**config.mk**
```make
export PLATFORM = sky130hd
export DESIGN_NAME = user_extern_requester
export DESIGN_NICKNAME = d
export VERILOG_FILES = /design/src/rtl/user_extern_requester.sv
export SDC_FILE = /design/constraint.sdc
export NUM_CORES = 1
export LEC_CHECK = 0
export CAP_MARGIN = 20
export CORE_MARGIN = 1.5
export CORE_UTILIZATION = 44
export DETAILED_ROUTE_END_ITERATION = 10
export PLACE_DENSITY = 0.9
export SYNTH_ARGS = -nofsm -noshare
export SYNTH_HDL_FRONTEND = slang
export SYNTH_SLANG_ARGS = --single-unit
```
**constraint.sdc**
```tcl
create_clock -name aclk -period 7.65 [get_ports aclk]
set_input_delay 1.53 -clock aclk [delete_from_list [all_inputs] [get_ports aclk]]
set_output_delay 1.53 -clock aclk [all_outputs]
set_load 0.005 [all_outputs]
```
**src/rtl/user_extern_requester.sv**
```systemverilog
// Initiator for a VNP4 user extern: takes one request, pulses it to the extern,
// waits for the reply (or gives up after TIMEOUT_CYCLES) and offers the response downstream.
module user_extern_requester #(
    parameter int REQ_W          = 64,
    parameter int RSP_W          = 64,
    parameter int TIMEOUT_CYCLES = 255
) (
    input  logic             aclk,
    input  logic             areset,
    input  logic             req_valid,
    output logic             req_ready,
    input  logic [REQ_W-1:0] req_data,
    output logic             user_extern_out_valid,
    output logic [REQ_W-1:0] user_extern_out,
    input  logic             user_extern_in_valid,
    input  logic [RSP_W-1:0] user_extern_in,
    output logic             rsp_valid,
    input  logic             rsp_ready,
    output logic [RSP_W-1:0] rsp_data,
    output logic             rsp_timeout,
    output logic             busy,
    output logic [15:0]      timeout_count,
    output logic [15:0]      stray_count
);
    localparam int TIMER_W = (TIMEOUT_CYCLES > 0) ? $clog2(TIMEOUT_CYCLES + 1) : 1;
    localparam bit HAS_TIMEOUT = (TIMEOUT_CYCLES != 0);
    localparam logic [TIMER_W-1:0] TIMER_LAST =
        TIMER_W'((TIMEOUT_CYCLES > 0) ? (TIMEOUT_CYCLES - 1) : 0);

    typedef enum logic [1:0] {
        IDLE,
        ISSUE,
        WAIT,
        HOLD
    } state_t;

    state_t             state;
    logic [TIMER_W-1:0] timer;

    always_ff @(posedge aclk or posedge areset) begin
        if (areset) begin
            state                 <= IDLE;
            timer                 <= '0;
            req_ready             <= 1'b0;
            user_extern_out_valid <= 1'b0;
            user_extern_out       <= '0;
            rsp_valid             <= 1'b0;
            rsp_data              <= '0;
            rsp_timeout           <= 1'b0;
            busy                  <= 1'b0;
            timeout_count         <= '0;
            stray_count           <= '0;
        end else begin
            // Replies outside WAIT (including late ones after a timeout) are dropped but counted.
            if (user_extern_in_valid && state != WAIT && stray_count != 16'hFFFF)
                stray_count <= stray_count + 16'd1;

            case (state)
                IDLE: begin
                    req_ready <= 1'b1;
                    if (req_valid && req_ready) begin
                        req_ready             <= 1'b0;
                        busy                  <= 1'b1;
                        user_extern_out_valid <= 1'b1;
                        user_extern_out       <= req_data;
                        state                 <= ISSUE;
                    end
                end
                ISSUE: begin
                    user_extern_out_valid <= 1'b0;
                    user_extern_out       <= '0;
                    timer                 <= '0;
                    state                 <= WAIT;
                end
                WAIT: begin
                    // A reply landing in the final WAIT cycle beats the timeout.
                    if (user_extern_in_valid) begin
                        rsp_data    <= user_extern_in;
                        rsp_timeout <= 1'b0;
                        rsp_valid   <= 1'b1;
                        state       <= HOLD;
                    end else if (HAS_TIMEOUT && timer == TIMER_LAST) begin
                        rsp_data    <= '0;
                        rsp_timeout <= 1'b1;
                        rsp_valid   <= 1'b1;
                        if (timeout_count != 16'hFFFF)
                            timeout_count <= timeout_count + 16'd1;
                        state       <= HOLD;
                    end else begin
                        timer <= timer + 1'b1;
                    end
                end
                HOLD: begin
                    if (rsp_ready) begin
                        rsp_valid <= 1'b0;
                        busy      <= 1'b0;
                        req_ready <= 1'b1;
                        state     <= IDLE;
                    end
                end
                default: state <= IDLE;
            endcase
        end
    end
endmodule

```
# == Word level (Yosys, flattened, before mapping) ==
# Cells that the tools add are included.
# classes
n_bitwise,1
mux,23
add_sub_neg,3
n_eq_ne,12
reduce_logical,17
# ops
cell,n
$mux 64,3
$pmux 64 s2,1
$add 16x1->16 const B,2
$ne 16x16->1 const B,2
$mux 8,2
$pmux 8 s2,1
$reduce_and 3->1,4
$ne 2x2->1 const B,5
$reduce_bool 2->1,5
$add 8x1->8 const B,1
$eq 8x8->1 const B,1
$mux 2,4
$pmux 1 s2,4
$pmux 2 s4,1
$mux 1,7
$reduce_and 2->1,3
$eq 2x2->1 const B,2
$reduce_and 4->1,1
$logic_and 1x1->1,3
$ne 3x3->1 const B,1
$eq 2x1->1 const B,1
$logic_not 2->1,1
$not 1->1,1
# totals
elab_cells,67
out_inout_bits,165
reg_bits,175

# == Longest topological paths before layout ==
# logic_depth
depth_word,4
mapped_depth,8
depth_no_buf,6

# == Worst setup path after synthesis ==
# OpenSTA, ideal clock, no wires.
# synth_timing
path_type,input -> register
start,input port user_extern_in_valid
end,register timer[4]
cell_stages,4
required_ns,7.523
setup_slack_ns,4.975
path_buffers,0
arrival_time_ns,2.548
cell_sequence,nand2b_1 > a21oi_1 > a21oi_2 > a221o_2
# synth_between
elab_chain_cells,2
# synth_lines
element,line_no,rtl
start: declaration,15,"input logic user_extern_in_valid,"
$ne 2x2->1 (no source line),-,
$reduce_and 3->1 (no source line),-,
end signal: assignment,90,timer <= timer + 1'b1;
end: declaration,38,logic [TIMER_W-1:0] timer;
# No other way between the ends.
# A chain may end at the register's enable or synchronous reset.

==> metrics.md <==
| Metric | Value |
|---|---|
| Status | finished clean |
| Post-Layout Cell Count | 1,167 |
| Floorplan row count | 47 |
| Mapped Nets | 792 |
| Worst rel slew slack | 31.1% |
| Hold violation count in the final report | 0 |
| Critical-path top delay cell | buf_4 |
| Async SR Flop Fraction | 100% |
| CP Max Fanout | 103 |
| DP HPWL | approximately 14,000 um |
| Synthesized area | 7410 um^2 |
| Critical Path RT | 8.07 ns |
| CTS Buf Count | 17 |
| Seq/Total Area, Yosys | 59.1% |
| Initial antenna violation count | 0 |
| Crit-path max cell delay | between 0.8 and 0.9 ns |
| Cell variety after synth | 51 |
| Maxcap violations | 0 |
| First-pass GRT wire length | 31,300 um |
| Crit start category | input port |
| Max VDD drop | 0.000203 V |
| Hold WC Path Type | reg -> reg |
| Largest net degree at the start of global routing | 131 |
| CP Class | in -> async |
| Placed Instances | roughly 1,100 |
| Critical path capture point type | asynchronous set/reset pin |
| # diodes | 0 |
| Cts repair resizes | 0 |
| Worst Hold Depth | 2 |
| Final setup fails | 0 |
| Htree depth | 4 |
| RSZ-0062 raised after global routing | false |
| Max-slew violations | 0 |
| Share of cells above drive strength 1 | 6.76% |
| Skew final | 0.0149 ns |
| Routed Antenna Nets | 0 |
| Seq cells post-synth | 175 |
| GPL Wtd Cong | 0.840 |
| Beginning of the worst hold path | user_extern_out[24] |
| Post-synth EDFFs | 0 |
| P_leak | ~5 nW |
| RR Startpoint | timer[0] |
| FMAX | roughly 0.32 GHz |
| Crit path time final | 3.17 ns |
| Synth top area cells | dfrtp_1, a22o_1, nand2b_1, o21ai_0, nand2_1 |
| Final Cell Area | 11,200 um^2 |
| Syn_area_per_cell | 11.4 um^2 |
| Share of the synthesized area in the top cell type | about three fifths |
| Most common cell in the netlist | dfrtp_1 |
| Num Clock Sinks | 175 |
| Vias | 6,041 |
| All-Layer GR Usage | between 20% and 30% |
| Starting Density | 44.8% |
| DRT iter0 DRCs | between 200 and 300 |
| Port buffer count | 297 |
| Chip Width | between 100 and 150 um |
| CORE AREA | ~17,000 um^2 |
| Tot Pwr | 4.00 mW |
| Cell taking the most area after synthesis | dfrtp_1 |
| Global route overflow | 0 |
| Via/cell ratio | 5.18 |
| Power density over cell area | 358 nW/um^2 |
| Most used DFF post-synth | dfrtp_1 |
| Worst Path Arrival | 3.59 ns |
| CTS tree | built |
| Total die area | approximately 18,000 um^2 |
| Root Driver | clkbuf_16 |
| Pre-antenna DRT Iters | 4 |
| DP Area | ~11,000 um^2 |
| Total wire length | 19,400 um |
| Total Nets Final | 1,075 |
| Skew-Pair Late Insertion Delay | 0.42 ns |
| Period utilisation layout | 41.5% |
| Area growth syn-to-layout | 50.9% |
| Drc violations | 0 |
| Yosys warns | 0 |
| Worst Tran Pin Value | roughly 1.0 ns |
| Clock Tree Buf Depth | 2 |
| Crit. path cell count | 3 |
| Routed WL per cell | 16.6 um |
| Launch point of the worst path | areset |
| Post-cts hold buffer count | 0 |
| Reg2reg path depth | 7 |
| Setup TNS | 0 ns |
| Synth cell count leaders | dfrtp_1, o21ai_0, nand2_1 |
| Cells after synthesis | 651 |
| Postcts setup bufs | 0 |
| Worst path bufs/invs | 3 |
| CP top delay family | buffers and inverters |
| Clock-pin slew on the worst setup and hold paths | 0.07 ns |
| Crit-path cells | clkdlybuf4s50_1 -> inv_6 -> buf_4 |
| Io pins | 298 |
| Height of the die | 133 um |
| Worst R2R Setup Slack | 5.29 ns |
| Vias in the first global route | 6,005 |
## placed cells by master (no fill, tap or decap), drive strengths merged, types with 11 or more instances in the layout
cell type / count
and3: 11
o21ai: 77
nand2: 72
xnor2: 25
clkdlybuf4s50: 297
clkbuf: 19
nand2b: 66
a22o: 65
nand3: 16
dfrtp: 175
inv: 14
## area by class of cell
| type | count | area, um^2 |
|---|---|---|
| multi-input cells | 429 | 2870 |
| fillers | 1234 | 5350 |
| inverters | 9 | 38.8 |
| clock inverters | 13 | 150 |
| repair buffers | 302 | 3020 |
| flip-flops and latches | 175 | 4380 |
| clock buffers | 19 | 443 |
| well taps | 220 | 275 |
## per-layer routing
layer | wire (um) | vias to the layer above | track usage [%] | part of all wire [%]
li1 | - | 2884 | - | -
met1 | 8150 | 2890 | 28.1 | 42
met2 | 9100 | 246 | 35.7 | 47
met3 | 1690 | 21 | 8.39 | 8.7
met4 | 469 | 0 | 8.79 | 2.4
met5 | 0 | - | 0 | 0
## cells by family (layout without fill, tap and decap cells)
group / Yosys count / after routing / synth area share, %
XOR/XNOR: 29 / 29 / 3.43
AO/OA/AOI/OAI: 178 / 178 / 16.9
buffers and inverters: 47 / 343 / 2.52
flip-flops: 175 / 175 / 59.1
multiplexers: 3 / 3 / 0.456
AND/OR/NAND/NOR: 211 / 211 / 16.2
adder cells (fa/ha/maj): 8 / 8 / 1.35
## report_power, final
part | switching (mW) | internal, mW
sequential | 0.224 | 1.28
combinational | 0.671 | 0.949
clock | 0.376 | 0.496
## state kept, by name (all words and copies together) (netlist names)
| register | cells |
|---|---|
| busy | 1 |
| req_ready | 1 |
| rsp_data | 64 |
| rsp_timeout | 1 |
| rsp_valid | 1 |
| state | 2 |
| stray_count | 16 |
| timeout_count | 16 |
| timer | 8 |
| user_extern_out | 64 |
| user_extern_out_valid | 1 |
## worst reg2reg max path: stages (launching register included)
cell and delay, ns:
dfrtp_1 0.43, inv_1 0.07, ha_1 0.24, nand4_4 0.14, nor2_1 0.09, o21ai_4 0.60
buf_4 0.50, a22o_1 0.20
## path summary, 6_finish.rpt
kind                                       endpoint
worst max-delay path                   rsp_data[17]
worst min-delay path            user_extern_out[24]
worst max register to register         rsp_data[62]
worst min register to register  user_extern_out[24]
max in group aclk               user_extern_out[27]
min in group asynchronous              rsp_data[18]
## stage by stage
| step | worst slack, ns | hold slack [ns] | utilization (%) |
|---|---|---|---|
| after global routing | 4.09 | 0.504 | 67.6 |
| after global placement | 3.94 | 0.460 | 63.9 |
| after CTS | 4.37 | 0.484 | 67.5 |
| after floorplan | 1.37 | 0.473 | - |
| after detailed placement | 3.91 | 0.470 | 63.9 |
| final | 4.48 | 0.477 | 67.6 |
(Power assumes the default switching activity.)
